[config.mk]
export PLATFORM = sky130hd
export DESIGN_NAME = mipi_raw10_unpacker_flat
export DESIGN_NICKNAME = d
export VERILOG_FILES = /design/src/rtl/mipi_raw10_unpacker_if.sv /design/src/rtl/mipi_raw10_unpacker.sv /design/src/flat_wrapper.sv
export SDC_FILE = /design/constraint.sdc
export NUM_CORES = 1
export LEC_CHECK = 0
export CAP_MARGIN = 20
export CORE_MARGIN = 2
export CORE_UTILIZATION = 40
export DETAILED_ROUTE_END_ITERATION = 16
export SLEW_MARGIN = 20
export SYNTH_ARGS = -nofsm -noshare
export SYNTH_HDL_FRONTEND = slang
export SYNTH_SLANG_ARGS = --single-unit
export TNS_END_PERCENT = 1
[constraint.sdc]
create_clock -name clk -period 9.3 [get_ports clk]
set_clock_uncertainty 0.05 [all_clocks]
set_input_delay 1.395 -clock clk [delete_from_list [all_inputs] [get_ports clk]]
set_output_delay 1.395 -clock clk [all_outputs]
set_load 0.02 [all_outputs]
[src/rtl/mipi_raw10_unpacker_if.sv]
// Byte-in / pixel-out bundle for the RAW10 unpacker.
// The master drives the payload byte stream, and the slave returns the pixel stream.
interface mipi_raw10_unpacker_if #(
    parameter int LINE_CNT_W = 16
);
    logic                  byte_valid_i;
    logic [7:0]            byte_i;
    logic                  line_start_i;
    logic                  line_end_i;
    logic                  err_clr_i;

    logic                  pix_valid_o;
    logic [9:0]            pix_o;
    logic                  pix_sol_o;
    logic                  pix_eol_o;
    logic [LINE_CNT_W-1:0] line_len_o;
    logic                  err_o;

    modport master (
        output byte_valid_i,
        output byte_i,
        output line_start_i,
        output line_end_i,
        output err_clr_i,
        input  pix_valid_o,
        input  pix_o,
        input  pix_sol_o,
        input  pix_eol_o,
        input  line_len_o,
        input  err_o
    );

    modport slave (
        input  byte_valid_i,
        input  byte_i,
        input  line_start_i,
        input  line_end_i,
        input  err_clr_i,
        output pix_valid_o,
        output pix_o,
        output pix_sol_o,
        output pix_eol_o,
        output line_len_o,
        output err_o
    );
endinterface

[src/rtl/mipi_raw10_unpacker.sv]
// MIPI CSI-2 RAW10 unpacker: 5-byte groups become 4 ten-bit pixels.
// Tracks line start/end, line length and sticky framing errors.
module mipi_raw10_unpacker #(
    parameter int LINE_CNT_W = 16
) (
    input  logic                   clk,
    input  logic                   rst,
    mipi_raw10_unpacker_if.slave   bus
);

    typedef struct packed {
        logic       sol;
        logic       eol;
        logic [9:0] pix;
    } ent_t;

    logic [2:0]            r_bcnt;
    logic [7:0]            r_msb [4];
    logic                  r_sol_pend;
    ent_t                  r_buf [4];
    logic [2:0]            r_ocnt;
    logic [LINE_CNT_W-1:0] r_lcnt;
    logic [LINE_CNT_W-1:0] r_line_len;
    logic                  r_err;

    logic                  w_acc;
    logic                  w_start;
    logic                  w_end;
    logic [2:0]            w_bpos;
    logic                  w_load;
    logic                  w_end_err;
    logic                  w_err_set;
    logic                  w_emit;
    logic                  w_emit_sol;
    logic                  w_emit_eol;
    logic [LINE_CNT_W-1:0] w_lcnt_inc;

    assign w_acc      = bus.byte_valid_i;
    assign w_start    = w_acc & bus.line_start_i;
    assign w_end      = w_acc & bus.line_end_i;
    // A start byte always lands in slot 0, whatever was pending
    assign w_bpos     = w_start ? 3'd0 : r_bcnt;
    assign w_load     = w_acc & (w_bpos == 3'd4);
    assign w_end_err  = w_end & (w_bpos != 3'd4);
    assign w_err_set  = (w_start & (r_bcnt != 3'd0)) | w_end_err;

    assign w_emit     = (r_ocnt != 3'd0);
    assign w_emit_sol = w_emit & r_buf[0].sol;
    assign w_emit_eol = w_emit & r_buf[0].eol;
    assign w_lcnt_inc = (&r_lcnt) ? r_lcnt : r_lcnt + 1'b1;

    always_ff @(posedge clk or posedge rst) begin
        if (rst) begin
            r_bcnt     <= 3'd0;
            r_sol_pend <= 1'b0;
            for (int k = 0; k < 4; k++) begin
                r_msb[k] <= 8'h00;
            end
        end else if (w_acc) begin
            if (w_load || w_end_err) begin
                r_bcnt     <= 3'd0;
                r_sol_pend <= 1'b0;
            end else begin
                r_msb[w_bpos[1:0]] <= bus.byte_i;
                r_bcnt             <= w_bpos + 3'd1;
                if (w_start) begin
                    r_sol_pend <= 1'b1;
                end
            end
        end
    end

    // Group buffer drains from slot 0; tags ride with their pixels
    always_ff @(posedge clk or posedge rst) begin
        if (rst) begin
            r_ocnt <= 3'd0;
            for (int k = 0; k < 4; k++) begin
                r_buf[k] <= '0;
            end
        end else if (w_load) begin
            r_ocnt <= 3'd4;
            for (int k = 0; k < 4; k++) begin
                r_buf[k].sol <= (k == 0) && r_sol_pend;
                r_buf[k].eol <= (k == 3) && bus.line_end_i;
                r_buf[k].pix <= {r_msb[k], bus.byte_i[2*k +: 2]};
            end
        end else if (w_emit) begin
            r_ocnt <= r_ocnt - 3'd1;
            for (int k = 0; k < 3; k++) begin
                r_buf[k] <= r_buf[k+1];
            end
            r_buf[3] <= '0;
        end
    end

    // Counting restarts on the SOL pixel so a start byte never disturbs the
    // tail of the previous line still draining.
    always_ff @(posedge clk or posedge rst) begin
        if (rst) begin
            r_lcnt     <= '0;
            r_line_len <= '0;
        end else if (w_emit_eol) begin
            r_lcnt     <= '0;
            r_line_len <= w_lcnt_inc;
        end else if (w_end_err) begin
            r_lcnt <= '0;
        end else if (w_emit_sol) begin
            r_lcnt <= {{(LINE_CNT_W-1){1'b0}}, 1'b1};
        end else if (w_start && !w_emit) begin
            r_lcnt <= '0;
        end else if (w_emit) begin
            r_lcnt <= w_lcnt_inc;
        end
    end

    always_ff @(posedge clk or posedge rst) begin
        if (rst) begin
            r_err <= 1'b0;
        end else if (w_err_set) begin
            r_err <= 1'b1;
        end else if (bus.err_clr_i) begin
            r_err <= 1'b0;
        end
    end

    assign bus.pix_valid_o = w_emit;
    assign bus.pix_o       = w_emit ? r_buf[0].pix : 10'd0;
    assign bus.pix_sol_o   = w_emit_sol;
    assign bus.pix_eol_o   = w_emit_eol;
    assign bus.line_len_o  = r_line_len;
    assign bus.err_o       = r_err;

endmodule

[src/flat_wrapper.sv]
// flat-port wrapper written by rule: the top's interface ports become plain ports
module mipi_raw10_unpacker_flat 
#(
    parameter int LINE_CNT_W = 16
)
  (clk, rst, bus_byte_valid_i, bus_byte_i, bus_line_start_i, bus_line_end_i, bus_err_clr_i, bus_pix_valid_o, bus_pix_o, bus_pix_sol_o, bus_pix_eol_o, bus_line_len_o, bus_err_o);
  mipi_raw10_unpacker_if #(.LINE_CNT_W(LINE_CNT_W)) bus_i ();
  input  logic clk;
  input  logic rst;
  input wire logic [$bits(bus_i.byte_valid_i)-1:0] bus_byte_valid_i;
  input wire logic [$bits(bus_i.byte_i)-1:0] bus_byte_i;
  input wire logic [$bits(bus_i.line_start_i)-1:0] bus_line_start_i;
  input wire logic [$bits(bus_i.line_end_i)-1:0] bus_line_end_i;
  input wire logic [$bits(bus_i.err_clr_i)-1:0] bus_err_clr_i;
  output wire logic [$bits(bus_i.pix_valid_o)-1:0] bus_pix_valid_o;
  output wire logic [$bits(bus_i.pix_o)-1:0] bus_pix_o;
  output wire logic [$bits(bus_i.pix_sol_o)-1:0] bus_pix_sol_o;
  output wire logic [$bits(bus_i.pix_eol_o)-1:0] bus_pix_eol_o;
  output wire logic [$bits(bus_i.line_len_o)-1:0] bus_line_len_o;
  output wire logic [$bits(bus_i.err_o)-1:0] bus_err_o;
  assign bus_i.byte_valid_i = bus_byte_valid_i;
  assign bus_i.byte_i = bus_byte_i;
  assign bus_i.line_start_i = bus_line_start_i;
  assign bus_i.line_end_i = bus_line_end_i;
  assign bus_i.err_clr_i = bus_err_clr_i;
  assign bus_pix_valid_o = bus_i.pix_valid_o;
  assign bus_pix_o = bus_i.pix_o;
  assign bus_pix_sol_o = bus_i.pix_sol_o;
  assign bus_pix_eol_o = bus_i.pix_eol_o;
  assign bus_line_len_o = bus_i.line_len_o;
  assign bus_err_o = bus_i.err_o;
  mipi_raw10_unpacker #(.LINE_CNT_W(LINE_CNT_W)) u_core (.clk(clk), .rst(rst), .bus(bus_i));
endmodule
==> reports/qor.txt, run 1 <==
Status - completed
Max IR drop VDD - 0.104 mV
Prevailing post-synth register cell - dfrtp_1
GPL Wtd Cong - 0.827
Number of I/O port buffers - 43
Multi-input logic area - 2370 um^2
Detail Placement HPWL - 7550 um
Post-synth EDFFs - 0
Mapped Cells - 565
Routed vias/inst - 5.41
Worst-path clk slew - 50 ps
GRT Total Usage - 18.0%
Synth top cells by count - dfrtp_1 (117), nand2_1 (116), nor2_1 (46)
Gates resized, CTS repair - 0
Largest net degree at the start of global routing - 82
Netlist cell types - 53
Clk sinks - 117
Post CTS Setup Buffer Count - 0
Setup CP Type - reg2out
Min-Delay Path Class - reg2reg
Post-route insts no fill - 786
Period utilisation layout - 45.3%
Routed WL per cell - 15.5 um
Max Cap Violations - 0
Largest area contributor in the netlist - dfrtp_1
Vias in the first global route - 4120
Yosys warnings - 0
Avg Synthesized Cell Area - 9.73 um^2
Fin. max-slew vios - 0
Clock latency on the worst-skew pair - 420 ps
Highest Clock Rate - 0.237 GHz
Area Growth Syn to Fin - 20.1%
Hold slack - 411 ps
Slew @ Worst Pin - 867 ps
Die ar. - 14700 um^2
Crit start category - flip-flop
Crit. End Element - output port
Hold_sp - u_core.r_msb[2]
Hold Vio Cnt, Final - 0
Reg2Reg Launch Point - u_core.r_bcnt[0]
Area contributors post-synth - dfrtp_1 (53%), nand2_1 (7.9%), mux2_2 (6.3%), a31oi_1 (4.3%), nor2_1 (3.1%)
Worst Setup SP - u_core.r_ocnt[0]
Routed Antenna Nets - 0
DR vias - 4255
Critical path arrival - 2770 ps
Final min period - 4210 ps
Most common cell in the netlist - dfrtp_1
Clk Tree Root Cell - clkbuf_16
First-pass GRT wire length - 20600 um
DRC viols - 0
Die width - 121 um
Core area - 13300 um^2
Number of setup violations in the final report - 0
Final setup TNS - 0 ps
RSZ-0062 raised after global routing - no
H-tree depth - 4
# fillers - 1217
R2R Path End - u_core.r_buf[41]
Slew HR - 42.2%
Initial DRC count - 398
Placed cells - 755
Cts bufs inserted - 17
I/O pins - 44
Post-synth ARST share - 100%
Worst-path maximum fanout - 18
Pwr dens - 239 nW/um^2
Clock Tree Buf Depth - 2
Initial antenna violation count - 0
Row count - 42
Hold buffers post-CTS - 0
Grt total ovfl - 0
Syn nets - 586
Diodes inserted - 0
CTS tree - done
Layout cell share with drive strength beyond 1 - 13.3%
Area share of the largest cell type after synthesis - 53.2%
Tot Pwr - 1.58 mW
Setup slack, reg-to-reg - 6650 ps
Synthesized flop and latch total - 117
Leakage - 2.88 nW
Crit path to - bus_pix_eol_o
Nets - 619
Initial core utilization - 41.2%
Worst r2r path cells - 9
Router iterations before antenna repair - 4
Cell Area, Synth - 5500 um^2
Sequential cell area - 2930 um^2
Register area share after synthesis - 53.2%
Worst Path Required - 7860 ps
Drt total wl - 12200 um
DIE HEIGHT - 121 um
==> report_power, final <==
group          total, mW  switching [mW]  internal [mW]
sequential         0.651          0.0570          0.594
clock              0.601           0.224          0.377
combinational      0.326           0.188          0.138
==> cells by family (layout without fill, tap and decap cells) <==
logic type	Yosys count	in the layout	share of synthesized area [%]
compound gates	110	110	13.0
xor+xnor	9	9	1.43
fa+ha+maj	7	7	1.59
buf+inv	51	96	3.89
flops	117	117	53.2
mux	35	35	7.10
simple gates	236	236	19.8
==> state kept, by name, indices dropped and copies added, names as in the netlist <==
register and flops:
u_core.bus.err_o 1, u_core.r_ocnt 3, u_core.r_sol_pend 1, u_core.bus.line_len_o 16, u_core.r_buf 45, u_core.r_msb 32
u_core.r_lcnt 16, u_core.r_bcnt 3
==> area by class of cell <==
| class | count | area share, % |
|---|---|---|
| clock inverters | 9 | 1.21 |
| inverters | 16 | 0.947 |
| flip-flops and latches | 117 | 44.3 |
| well taps | 176 | 3.33 |
| repair buffers | 49 | 7.25 |
| multi-input cells | 397 | 35.9 |
| clock buffers | 22 | 7.03 |
==> worst min path at each step <==
stage	to	slack, ps	cells after the start
after detailed placement	u_core.r_buf[9]	400	2
after global routing	u_core.r_buf[8]	450	2
after CTS	u_core.r_buf[9]	410	2
after global placement	u_core.r_buf[8]	390	2
final	u_core.r_buf[4]	410	2
after floorplan	u_core.r_buf[2]	380	2
==> per-layer routing <==
layer / share of wire (%) / track usage, % / vias up
met3: 4.8 / 5.03 / 19
met2: 44 / 26.0 / 97
met5: 0 / 0 / -
met4: 1.8 / 7.04 / 0
met1: 50 / 25.7 / 2097
li1: - / - / 2042
==> per-stage QoR <==
stage                     util, %  instance area [um^2]  worst slack [ps]
after floorplan                 -                  5500              4750
after global placement       45.4                  6060              5090
after global routing         49.5                  6610              4840
final                        49.5                  6610              5090
after CTS                    49.5                  6600              5050
after detailed placement     45.4                  6060              4930
==> worst max-delay path: stages (launching register included) <==
cell and delay, ps:
dfrtp_1 330, inv_1 70, ha_1 220, nor2b_4 130, inv_1 60, nand2_1 340, inv_1 500, clkdlybuf4s50_1 690
==> placed cells by master, fill, tap and decap left out, types with 6 or more instances in the layout <==
cell type        count
o21ai_0             21
xnor2_1              7
nor3_1               7
nor2_1              46
nand2_1            115
or3_1                6
a21oi_1             20
inv_1               15
and2_1              14
nand3_1             19
clkdlybuf4s50_1     43
a31oi_1             38
mux2_2              31
clkbuf_16           17
dfrtp_1            117
ha_1                 7
Power figures use the tool's default switching activity.
==> run 2, diff against run 1 <==
clock period = 3.7 ns   (was 9.3 ns; I/O delays follow)
==> run 2 against run 1 <==
Effect of this change: non-clock buffer count is 7 higher; register-to-register slack lost 5400 ps; sequential cell count is the same; cell count increased by 0.89%; core utilization rose by 0.70 points; global-route usage increased by 0.19 points; total power rose to 2.5 times the previous value; wire length rose by 0.12%; cell area up 1.4%.
==> reports/qor.txt, run 2 (same netlist as run 1, synthesis figures left out) <==
Status - completed (unchanged)
Router iterations before antenna repair - 6 (was 4)
GPL Wtd Cong - 0.849 (was 0.827)
Final min period - 3120 ps
Vias in the first global route - 4185 (was 4120)
CTS tree - done (unchanged)
Max Cap Violations - 0 (unchanged)
Sw power - 1.18 mW (was 0.470 mW)
Commonest non-fill, non-tap cell in the layout - dfrtp_1 (unchanged)
DRC viols - 0 (unchanged)
Switching fraction of total power - 29.5% (was 29.8%)
RSZ-0062 raised after global routing - no (unchanged)
Max reg flops - 45 (unchanged)
Post-route setup slack - 575 ps (was 5090 ps)
First-pass GRT wire length - 20700 um (was 20600 um)
Core area - 13300 um^2 (unchanged)
Diodes inserted - 0 (unchanged)
Clk sinks - 117 (unchanged)
Clk Tree Root Cell - clkbuf_16 (unchanged)
Die width - 121 um (unchanged)
Crit. End Element - output port (unchanged)
Worst-path maximum fanout - 49 (was 18)
Cell Int Power - 2.83 mW (was 1.11 mW)
Leakage - 2.94 nW (was 2.88 nW)
Worst-path clk slew - 50 ps (about the same)
Setup slack at placement - 510 ps (was 4930 ps)
Final setup TNS - 0 ps (unchanged)
Hold slack - 410 ps (was 411 ps)
I/O pins - 44 (unchanged)
DR vias - 4304 (was 4255)
Largest regs - u_core.r_buf: 45 flops, u_core.r_msb: 32 flops (unchanged)
Max IR drop VDD - 0.339 mV (was 0.104 mV)
Min-Delay Path Class - reg2reg (unchanged)
Cts bufs inserted - 17 (unchanged)
Power share of the clock group - 38.7% (was 38.1%)
Slew HR - 56.5% (was 42.2%)
Initial core utilization - 41.2% (unchanged)
Detail Placement HPWL - 7840 um (was 7550 um)
Fin. max-slew vios - 0 (unchanged)
Highest Clock Rate - 0.320 GHz
Flop pwr share - 40.8% (was 41.2%)
Biggest register - u_core.r_buf (unchanged)
Post CTS Setup Buffer Count - 0 (unchanged)
Row count - 42 (unchanged)
Hold buffers post-CTS - 0 (unchanged)
Routed Antenna Nets - 0 (unchanged)
Clock Tree Buf Depth - 2 (unchanged)
Initial antenna violation count - 0 (unchanged)
Grt total ovfl - 0 (unchanged)
# fillers - 1233 (was 1217)
Worst r2r path cells - 8 (was 9)
Number of I/O port buffers - 43 (unchanged)
Layout cell share with drive strength beyond 1 - 14.4% (was 13.3%)
Most frequent cells in the layout - dfrtp_1 (117), nand2_1 (115), nor2_1 (46) (unchanged)
Pwr dens - 599 nW/um^2 (was 239 nW/um^2)
Clock latency on the worst-skew pair - 420 ps (about the same)
Nets - 626 (was 619)
Routed WL per cell - 15.3 um (was 15.5 um)
Worst Path Required - 3090 ps (was 7860 ps)
Drt total wl - 12200 um (about the same)
Number of setup violations in the final report - 0 (unchanged)
Die ar. - 14700 um^2 (unchanged)
Crit path to - bus_pix_sol_o (was bus_pix_eol_o)
Combinational share of power - 20.5% (was 20.7%)
Gates resized, CTS repair - 0 (unchanged)
Setup CP Type - reg2out (unchanged)
Reg2Reg Launch Point - u_core.r_ocnt[0] (was u_core.r_bcnt[0])
Slew @ Worst Pin - 651 ps (was 867 ps)
Period utilisation layout - 84.4%
Crit start category - flip-flop (unchanged)
Initial DRC count - 366 (was 398)
Setup slack, reg-to-reg - 1280 ps (was 6650 ps)
Fin util - 50.2% (was 49.5%)
Area Growth Syn to Fin - 21.8% (was 20.1%)
DIE HEIGHT - 121 um (unchanged)
Worst Setup SP - u_core.r_ocnt[0] (unchanged)
R2R Path End - u_core.r_lcnt[5] (was u_core.r_buf[41])
GRT Total Usage - 18.2% (was 18.0%)
Routed vias/inst - 5.43 (was 5.41)
Critical path arrival - 2520 ps (was 2770 ps)
H-tree depth - 4 (unchanged)
Hold Vio Cnt, Final - 0 (unchanged)
Largest net degree at the start of global routing - 71 (was 82)
==> run 2: cell types whose count changed in the layout (fill, tap and decap cells not counted) <==
cell        delta
buf_4          +6
clkbuf_1       -1
buf_6          -1
inv_4          -1
clkinvlp_4     -2
clkbuf_8       +2
buf_12         +2
clkinv_4       +2
==> run 2: critical path, cell delays in order, from the launching register on <==
cell             delay, ps
dfrtp_1                330
inv_1                   80
ha_1                   220
nor2b_4                130
inv_1                   70
buf_4                  440
and2_1                 220
clkdlybuf4s50_1        610
==> run 2: power groups by stage <==
stage	Clock, mW	Combinational [mW]	Sequential (mW)
after floorplan	0	0.543	1.65
after global placement	0	0.810	1.65
after detailed placement	0	0.831	1.66
after CTS	1.58	0.835	1.63
after global routing	1.65	0.916	1.66
final	1.55	0.823	1.64
==> run 2: cell type report <==
cell class	instances	area, um^2	share of cell area [%]
Clock inverter	8	75.1	1.12
Timing Repair Buffer	56	553	8.25
Tap cell	176	220	3.29
Inverter	16	63.8	0.952
Clock buffer	23	488	7.28
Sequential cell	117	2930	43.7
Multi-Input combinational cell	397	2370	35.4
==> run 2: worst min path at each step <==
stage          cells past startpoint  slack [ps]            start               to
6_report                           2         410  u_core.r_msb[2]  u_core.r_buf[4]
5_1_grt                            2         440  u_core.r_msb[0]  u_core.r_buf[2]
4_1_cts                            2         420  u_core.r_msb[2]  u_core.r_buf[4]
3_5_place_dp                       2         400  u_core.r_msb[2]  u_core.r_buf[4]
3_3_place_gp                       2         390  u_core.r_msb[0]  u_core.r_buf[2]
2_1_floorplan                      2         380  u_core.r_msb[0]  u_core.r_buf[2]
==> run 2: through the flow <==
step,power [mW],instances,cell area [um^2]
global route,4.23,793,6700
floorplan,2.19,565,5500
finish,4.01,793,6700
detailed placement,2.49,762,6140
global placement,2.46,762,6140
CTS,4.05,793,6700
==> run 2: layer usage <==
metal / vias to the layer above / wire length [um] / track usage (%)
met3: 21 / 687 / 5.97
met1: 2095 / 5730 / 25.0
li1: 2057 / - / -
met4: 0 / 165 / 6.75
met2: 131 / 5580 / 26.9
met5: - / 0 / 0
